File: config.mk
export PLATFORM = sky130hd
export DESIGN_NAME = alu_flag_unit
export DESIGN_NICKNAME = d
export VERILOG_FILES = /design/src/rtl/alu_flags_pkg.sv /design/src/rtl/alu_cond_eval.sv /design/src/rtl/alu_flag_unit.sv
export SDC_FILE = /design/constraint.sdc
export NUM_CORES = 1
export LEC_CHECK = 0
export ABC_CLOCK_PERIOD_IN_PS = 1500
export BUFFER_PORTS_ARGS = -buffer_cell sky130_fd_sc_hd__buf_2
export CAP_MARGIN = 20
export CORE_AREA = 2 2 39 41
export CTS_CLUSTER_DIAMETER = 30
export DETAILED_ROUTE_END_ITERATION = 7
export DIE_AREA = 0 0 41 43
export PLACE_DENSITY = 0.65
export SYNTH_ARGS = -nofsm -noshare
export SYNTH_HDL_FRONTEND = slang
export SYNTH_SLANG_ARGS = --single-unit
export TNS_END_PERCENT = 30
File: constraint.sdc
create_clock -name clk -period 1.5 [get_ports clk]
set_input_delay 0.3 -clock clk [delete_from_list [all_inputs] [get_ports clk]]
set_output_delay 0.3 -clock clk [all_outputs]
set_load 0.01 [all_outputs]
File: src/rtl/alu_flags_pkg.sv
// Shared definitions for the ALU flag unit: condition code encodings,
// NZCV bit positions inside the status word, and the query FSM states.
package alu_flags_pkg;

    // Condition codes understood by alu_cond_eval
    localparam logic [3:0] COND_EQ = 4'd0;
    localparam logic [3:0] COND_NE = 4'd1;
    localparam logic [3:0] COND_CS = 4'd2;
    localparam logic [3:0] COND_CC = 4'd3;
    localparam logic [3:0] COND_MI = 4'd4;
    localparam logic [3:0] COND_PL = 4'd5;
    localparam logic [3:0] COND_VS = 4'd6;
    localparam logic [3:0] COND_VC = 4'd7;
    localparam logic [3:0] COND_HI = 4'd8;
    localparam logic [3:0] COND_LS = 4'd9;
    localparam logic [3:0] COND_GE = 4'd10;
    localparam logic [3:0] COND_LT = 4'd11;
    localparam logic [3:0] COND_GT = 4'd12;
    localparam logic [3:0] COND_LE = 4'd13;
    localparam logic [3:0] COND_AL = 4'd14;
    localparam logic [3:0] COND_NV = 4'd15;

    // Bit positions of each flag in the {N,C,Z,V} status word
    localparam int FLAG_N = 3;
    localparam int FLAG_C = 2;
    localparam int FLAG_Z = 1;
    localparam int FLAG_V = 0;

    // Query FSM: IDLE = no result held, HOLD = result waiting for take_ack
    typedef enum logic {
        ST_IDLE = 1'b0,
        ST_HOLD = 1'b1
    } fsm_state_t;

endpackage

File: src/rtl/alu_cond_eval.sv
// Pure combinational condition-code evaluator: maps a {N,C,Z,V} word and a
// 4-bit condition code to a single taken/not-taken bit. C=1 means no borrow.
import alu_flags_pkg::*;

module alu_cond_eval (
    input  logic [3:0] flags,
    input  logic [3:0] code,
    output logic       take
);

    logic n, c, z, v;

    assign n = flags[FLAG_N];
    assign c = flags[FLAG_C];
    assign z = flags[FLAG_Z];
    assign v = flags[FLAG_V];

    // Decode the condition against the supplied flags
    always_comb begin
        take = 1'b0;
        case (code)
            COND_EQ: take = z;
            COND_NE: take = !z;
            COND_CS: take = c;
            COND_CC: take = !c;
            COND_MI: take = n;
            COND_PL: take = !n;
            COND_VS: take = v;
            COND_VC: take = !v;
            COND_HI: take = c && !z;
            COND_LS: take = !c || z;
            COND_GE: take = (n == v);
            COND_LT: take = (n != v);
            COND_GT: take = !z && (n == v);
            COND_LE: take = z || (n != v);
            COND_AL: take = 1'b1;
            COND_NV: take = 1'b0;
            default: take = 1'b0;
        endcase
    end

endmodule

File: src/rtl/alu_flag_unit.sv
// ALU flag consumer: captures NZCV into a status register and answers
// condition queries over a valid/ready handshake, one result held until acked.
// Optional NZCV save/restore LIFO is built when FLAG_STACK_EN is defined.
//
// Handshake: a query is accepted on an edge where cond_valid && cond_ready.
// cond_ready = !take_valid || take_ack, so an ack and a new query can share a
// cycle and results stream at one per cycle. take/take_valid hold until acked.
import alu_flags_pkg::*;

module alu_flag_unit #(
    parameter int STACK_DEPTH = 4
) (
    input  logic       clk,
    input  logic       rst_n,
    input  logic       flag_we,
    input  logic       n_in,
    input  logic       c_in,
    input  logic       z_in,
    input  logic       v_in,
    output logic [3:0] flags,
    input  logic       cond_valid,
    input  logic [3:0] cond_code,
    output logic       cond_ready,
    output logic       take_valid,
    output logic       take,
    input  logic       take_ack,
    input  logic       push,
    input  logic       pop,
    output logic       stack_full,
    output logic       stack_empty,
    output logic       stack_err,
    output logic       dbg_state
);

    logic [3:0] flags_q, flags_d;
    logic [3:0] fwd_flags;
    fsm_state_t state_q, state_d;
    logic       take_q, take_d;
    logic       eval_take;
    logic       accept;

    // Queries issued alongside a flag write see the incoming flags
    assign fwd_flags = flag_we ? {n_in, c_in, z_in, v_in} : flags_q;

    alu_cond_eval u_cond_eval (
        .flags (fwd_flags),
        .code  (cond_code),
        .take  (eval_take)
    );

    assign take_valid = (state_q == ST_HOLD);
    assign take       = take_q;
    assign cond_ready = !take_valid || take_ack;
    assign accept     = cond_valid && cond_ready;
    assign flags      = flags_q;
    assign dbg_state  = state_q;

`ifdef FLAG_STACK_EN
    localparam int PTR_W = $clog2(STACK_DEPTH);
    localparam logic [PTR_W:0] SP_ONE   = (PTR_W+1)'(1);
    localparam logic [PTR_W:0] SP_DEPTH = (PTR_W+1)'(STACK_DEPTH);

    logic [3:0]     stack_mem [STACK_DEPTH];
    logic [PTR_W:0] sp_q, sp_d;
    logic           err_q, err_d;
    logic           push_ok, pop_ok;
    logic [PTR_W:0] top_ptr;

    assign stack_full  = (sp_q == SP_DEPTH);
    assign stack_empty = (sp_q == '0);
    assign stack_err   = err_q;
    assign push_ok     = push && !pop && !stack_full;
    assign pop_ok      = pop && !push && !stack_empty;
    assign top_ptr     = sp_q - SP_ONE;

    // Stack pointer, sticky error and status-register next state (pop wins over flag_we)
    always_comb begin
        sp_d    = sp_q;
        err_d   = err_q;
        flags_d = fwd_flags;
        if (push_ok) begin
            sp_d = sp_q + SP_ONE;
        end else if (pop_ok) begin
            sp_d    = top_ptr;
            flags_d = stack_mem[top_ptr[PTR_W-1:0]];
        end
        if ((push && pop) || (push && stack_full) || (pop && stack_empty)) begin
            err_d = 1'b1;
        end
    end

    // Stack storage holds no reset state; only entries below sp_q are ever read
    always_ff @(posedge clk) begin
        if (push_ok) begin
            stack_mem[sp_q[PTR_W-1:0]] <= fwd_flags;
        end
    end

    // Stack pointer and sticky error registers
    always_ff @(posedge clk or negedge rst_n) begin
        if (!rst_n) begin
            sp_q  <= '0;
            err_q <= 1'b0;
        end else begin
            sp_q  <= sp_d;
            err_q <= err_d;
        end
    end
`else
    logic unused_stack_in;

    assign unused_stack_in = push ^ pop;
    assign stack_full      = 1'b0;
    assign stack_empty     = 1'b1;
    assign stack_err       = 1'b0;

    // Status-register next state without the save/restore stack
    always_comb begin
        flags_d = fwd_flags;
    end
`endif

    // Status register
    always_ff @(posedge clk or negedge rst_n) begin
        if (!rst_n) begin
            flags_q <= 4'b0000;
        end else begin
            flags_q <= flags_d;
        end
    end

    // Query FSM next state: a new accept overrides the ack-to-idle path
    always_comb begin
        state_d = state_q;
        take_d  = take_q;
        if (accept) begin
            state_d = ST_HOLD;
            take_d  = eval_take;
        end else if (state_q == ST_HOLD && take_ack) begin
            state_d = ST_IDLE;
            take_d  = 1'b0;
        end
    end

    // Query FSM with registered result; reset drops any held result at once
    always_ff @(posedge clk or negedge rst_n) begin
        if (!rst_n) begin
            state_q <= ST_IDLE;
            take_q  <= 1'b0;
        end else begin
            state_q <= state_d;
            take_q  <= take_d;
        end
    end

endmodule

Word-level counts from Yosys, hierarchy flattened

Index checks and enable logic that the tools add are counted.

Add/sub/neg operators: 0
Multiply operators: 0
Div/mod/pow operators: 0
Magnitude comparators: 0
Equality and inequality tests: 17
Shift operators: 0
Muxes and demuxes: 5
Bitwise logic cells: 0
Reduce and logical (&&, ||, !) cells: 14

Operators with widths:

| operator                                             | count |
|---|---|
| equality test 4 bit (second input constant)          | 8 |
| equality test 4 x 3 -> 1 bit (second input constant) | 4 |
| case mux 1 bit (16 select lines)                     | 1 |
| equality test 4 x 2 -> 1 bit (second input constant) | 2 |
| logical NOT 1 bit                                    | 5 |
| equality test 4 x 1 -> 1 bit (second input constant) | 1 |
| logical AND 1 bit                                    | 4 |
| logical NOT 4 bit                                    | 1 |
| two-way mux 4 bit                                    | 1 |
| logical OR 1 bit                                     | 3 |
| two-way mux 1 bit                                    | 3 |
| nonzero test 2 bit                                   | 1 |
| equality test 1 bit                                  | 1 |
| inequality test 1 bit                                | 1 |

Register bits after elaboration: 6
Bits in latches: 0
Bits in writable memories: 0
Bits in read-only memories: 0
Bits of input ports: 15
Output and inout port bits: 11
Logic and storage cells: 39
Memories: 0

Logic depth before layout (Yosys ltp)

Word-level depth: 5
Mapped depth: 6
Mapped depth without buffers: 5

Hierarchy

A second synthesis with hierarchy kept.

Cell total of the unflattened synthesis: 45
Area total of the unflattened synthesis: 427.9 µm²

By module, submodules not included:

| module        | instances | cells an instance | area an instance (µm²) |
|---|---|---|---|
| alu_flag_unit | 1         | 22                | 272.8 |
| alu_cond_eval | 1         | 23                | 155.1 |

Least setup slack after synthesis

OpenSTA, ideal clock, no wires.

Path kind: input to register
From: input port flag_we
To: register take_q (netlist: take)
Arrival time: 1.466 ns
Slack: -0.054 ns
Stages on the path: 6
Buffers on the path: 1
Cell sequence: buf_6 mux4_1 mux2i_1 xnor2_1 a31oi_1 a41oi_1

Word-level cells in the longest chain between the ends: 5
Elaborated cells on any way between the ends: 13
Those cells by class: eq/ne (2); mux (3); reduce/logical (8)

Ends and longest elaborated chain:

| what                                                | RTL line                                 | text |
|---|---|---|
| from (decl)                                         | alu_flag_unit.sv:15                      | `input logic flag_we,` |
| two-way mux 4 bit (*)                               | alu_flag_unit.sv:43                      | `assign fwd_flags = flag_we ? {n_in, c_in, z_in, v_in} : flags_q;` |
| inequality test 1 bit, or another cell as far along | alu_cond_eval.sv:33, alu_cond_eval.sv:35 |  |
| logical OR 1 bit, or another cell as far along      | alu_cond_eval.sv:35                      | `COND_LE: take = z \|\| (n != v);` |
| case mux 1 bit (16 select lines) (*)                | alu_cond_eval.sv:21                      | `case (code)` |
| two-way mux 1 bit (*)                               | alu_flag_unit.sv:136                     | `if (accept) begin` |
| to (signal assigned)                                | alu_flag_unit.sv:152                     | `take_q <= take_d;` |
| to (decl)                                           | alu_flag_unit.sv:38                      | `logic take_q, take_d;` |

Mark *: on every way between the ends. The rest lies on a longest branch, timed or not.
A chain may end at the register's enable or synchronous reset.

Final worst setup path

From: register flags_q[2] (netlist: flags[2])
To: register take_q (netlist: take)

Word-level cells in the longest chain between the ends: 5
Elaborated cells on any way between the ends: 6
Those cells by class: mux (3); reduce/logical (3)

Ends and longest elaborated chain:

| what                                 | RTL line                                 | text |
|---|---|---|
| from (decl)                          | alu_flag_unit.sv:35                      | `logic [3:0] flags_q, flags_d;` |
| from (signal assigned)               | alu_flag_unit.sv:128                     | `flags_q <= flags_d;` |
| two-way mux 4 bit (*)                | alu_flag_unit.sv:43                      |  |
| logical NOT 1 bit                    | alu_cond_eval.sv:25, alu_cond_eval.sv:31 |  |
| logical OR 1 bit                     | alu_cond_eval.sv:31                      | `COND_LS: take = !c \|\| z;` |
| case mux 1 bit (16 select lines) (*) | alu_cond_eval.sv:21                      |  |
| two-way mux 1 bit (*)                | alu_flag_unit.sv:136                     |  |

Marked as above.

==> results by stage <==
Worst setup path:
- The type of destination of the critical path is a register.
- The start of the worst register-to-register path is flags[2].
- The critical path arrival is 1710 ps.
- The launch point of the worst path is flags[2].
- The slack of the worst reg-to-reg path is -70 ps.
- The setup path with the least slack is of type register to register.
- The required time of the critical path is 1640 ps.
- STA classifies the critical path startpoint as a register.
- The number of cells traversed by the worst register-to-register path is 5.
- The capturing point of the worst reg2reg path is take.
- In this run the worst path has a maximum fanout of 2.

Die:
- Measured along the y axis, the die boundary spans 43 um.
- The die span in x is 41 um.
- The count of boundary I/O pins is 26.
- For this configuration, the core starts out at a cell density of 32.0%.
- In this run the standard cell core region covers 1380 um2.
- The die footprint is 1760 um2.
- The site row count is 14.

Clock network:
- The later pin in the worst-skew pair is clocked with a latency of 240 ps.
- CTS built an H-tree with a depth of 1.
- The tree is rooted in a sky130_fd_sc_hd__clkbuf_4.
- The post-CTS setup buffer count is 0.
- The longest clock path from root to sink contains 2 buffers.
- The clock tree from TritonCTS is done.
- The clock transition at the register clock pins on the worst setup and hold paths after CTS is 40 ps.
- The number of buffers created by CTS is 3.
- The total clock sinks is 6.

Logic synthesis:
- The Yosys step of the flow raised 0 warnings.
- Summing every instance area after synthesis gives 443 um2.
- The number of different library cells in the post-synthesis netlist is 20.
- Sequential cells were found to cover 33.9% of the synthesized design area.
- After synthesis the netlist holds a flip-flop and latch count of 6.
- Each instance of the synthesized netlist takes up on average 10.8 um2.
- In the synthesized netlist, the number of instances is 41.

Timing:
- Setup violations remaining at the end of the flow were counted as 1.
- The final period utilization is 105%.
- The routed design could run at a clock period as short as 1570 ps.
- The hold violation total from the final report is 0.
- The max-slew violation total from the final report is 0.
- The maximum clock frequency is 636 MHz.
- Setup repair after global routing could not meet its margin everywhere.
- The setup clock skew after layout is 0.793 ps.
- The worst-case setup margin in the final layout is -72.3 ps.
- Final hold analysis gives a worst-case slack of 328 ps.

Pwr:
- The total chip power is 515 uW.
- IR analysis of the VDD net gives a maximum drop of 401 uV.
- For this design the static power due to leakage is 0.303 nW.
- Dividing total power by cell area gives a power density of 838 nW/um2.

Global routing:
- The initial antenna violation count came to 0.
- The via count of the first global-routing pass is 373.
- The pin count of the biggest net entering global routing is 7.
- The first global-routing pass estimated 1.48 mm of wire.
- The total global routing track utilization is 12.5%.
- The remaining global-route overflow is 0.

Cells and area:
- The proportion of layout cells with a drive suffix above 1 is 55.1%.
- After filler insertion, the fill cell instance count of the layout stands at 145.
- The count of non-filler cells in the finished layout is 85.
- The repair_antennas step left the layout with diodes totalling 0.
- The finished cells cover 614 um2.
- The final-stage net count is 86.
- The area growth from synthesis to layout is 38.7%.

Outcome:
- The final reports fail on setup timing.
- The flow ran to the end, but the final reports show violations.

Placement:
- The number of buffers inserted by port buffering is 20.
- In this run, placement finished with an instance count of 81.
- The instance area at placement is 578 um2.
- The post-place setup slack is -203 ps.
- The routability congestion estimate is 0.671.

Flow run:
- The max-capacitance violation count is 0.

Worst hold path:
- In this run the worst hold path is classified as input port to register.
- In this run the most critical hold path is launched from cond_code[3].
- The worst hold path depth is 2.
- The worst hold path terminates at take.

Drt:
- The detailed-route wire length per cell is 11.2 um.
- The antenna violation net count after detailed routing is 0.
- The total via count after detailed routing is 414.
- The number of iterations in the first detailed-routing pass is 4.
- For this block, the initial DRC count from the detailed router was 7.
- Dividing the detail-routed via count by the number of cells gives 4.87.
- The number of remaining DRC errors is 0.
- For this block, the routed nets add up to 951 um of wire.
==> placed cells by master, fill, tap and decap left out, drive strengths merged, types with 2 or more instances in the layout <==
cell / instances
buf: 28
clkbuf: 3
conb: 3
dfrtp: 6
inv: 2
mux2: 3
mux2i: 4
mux4: 2
nand2b: 2
nand3: 3
o21ai: 2
xor2: 2
==> worst max-delay path by stage <==
| stage | to | cells after the start |
|---|---|---|
| after floorplan | take | 6 |
| after global placement | take | 6 |
| final | take | 5 |
| after CTS | take | 5 |
| after detailed placement | take | 6 |
| after global routing | take | 5 |
==> logic make-up (layout without fill, tap and decap cells) <==
| family | after synthesis | after routing | share of synthesized area (%) |
|---|---|---|---|
| compound gates | 6 | 6 | 9.61 |
| xor+xnor | 3 | 3 | 5.93 |
| buf+inv | 7 | 34 | 11.0 |
| flops | 6 | 6 | 33.9 |
| mux | 9 | 9 | 28.5 |
| other cells | 2 | 3 | 1.70 |
| simple gates | 8 | 8 | 9.32 |
==> critical path, cell delays in order (launching register included) <==
cell and delay, ps:
sky130_fd_sc_hd__dfrtp_1 370, sky130_fd_sc_hd__mux4_2 480, sky130_fd_sc_hd__mux2i_2 190, sky130_fd_sc_hd__xnor2_1 140, sky130_fd_sc_hd__a31oi_1 90, sky130_fd_sc_hd__a41oi_1 200
==> layout make-up <==
class	count	area, um2	share of cell area [%]
well taps	16	20.0	3.26
flip-flops and latches	6	150	24.4
clock buffers	3	22.5	3.67
inverters	2	7.51	1.22
repair buffers	29	170	27.7
multi-input cells	29	244	39.7
==> cells in the mapped netlist <==
library cell	number	share of area [%]
sky130_fd_sc_hd__nand3_1	3	3.4
sky130_fd_sc_hd__a31oi_1	1	1.4
sky130_fd_sc_hd__conb_1	2	1.7
sky130_fd_sc_hd__mux4_1	2	12
sky130_fd_sc_hd__a41oi_1	1	2.0
sky130_fd_sc_hd__mux2_2	3	7.6
sky130_fd_sc_hd__a31o_2	1	2.0
sky130_fd_sc_hd__nor2_1	1	0.85
sky130_fd_sc_hd__nand2b_1	2	2.8
sky130_fd_sc_hd__buf_4	4	6.8
sky130_fd_sc_hd__inv_1	2	1.7
sky130_fd_sc_hd__nand2_1	1	0.85
sky130_fd_sc_hd__xor2_1	2	4.0
sky130_fd_sc_hd__o221ai_1	1	2.0
sky130_fd_sc_hd__dfrtp_1	6	34
sky130_fd_sc_hd__mux2i_1	4	9.0
sky130_fd_sc_hd__xnor2_1	1	2.0
sky130_fd_sc_hd__nand4_1	1	1.4
sky130_fd_sc_hd__o21ai_0	2	2.3
sky130_fd_sc_hd__buf_6	1	2.5
==> state kept, by name, indices dropped and copies added (netlist names) <==
register	cells
dbg_state	1
flags	4
take	1
==> power breakdown <==
part | internal, mW | switching (mW) | total, mW | leakage [nW]
Clock | 0.0898 | 0.0485 | 0.138 | 0.0138
Sequential | 0.181 | 0.0131 | 0.194 | 0.0700
Combinational | 0.0982 | 0.0842 | 0.182 | 0.219
Total | 0.369 | 0.146 | 0.515 | 0.303
==> stage by stage <==
stage	setup TNS [ps]	util, %
after CTS	-79.7	44.1
after global routing	-134	44.4
after detailed placement	-203	41.8
after global placement	-137	41.8
after floorplan	0	-
final	-72.3	44.4
==> layer usage <==
layer | up-vias | part of all wire [%] | track usage, %
li1 | 197 | - | -
met1 | 194 | 39 | 17.2
met5 | - | 0 | 0
met3 | 2 | 8.7 | 1.57
met2 | 21 | 51 | 18.8
met4 | 0 | 1.5 | 6.00
==> timing repair <==
item | CTS | global route
endpoints found under the hold margin | 6 | 0
pin swaps | 2 | 0
resized for setup | 0 | 1
hold buffers | 1 | 0
endpoints found under the setup margin | 1 | 1
(Power assumes the default switching activity.)
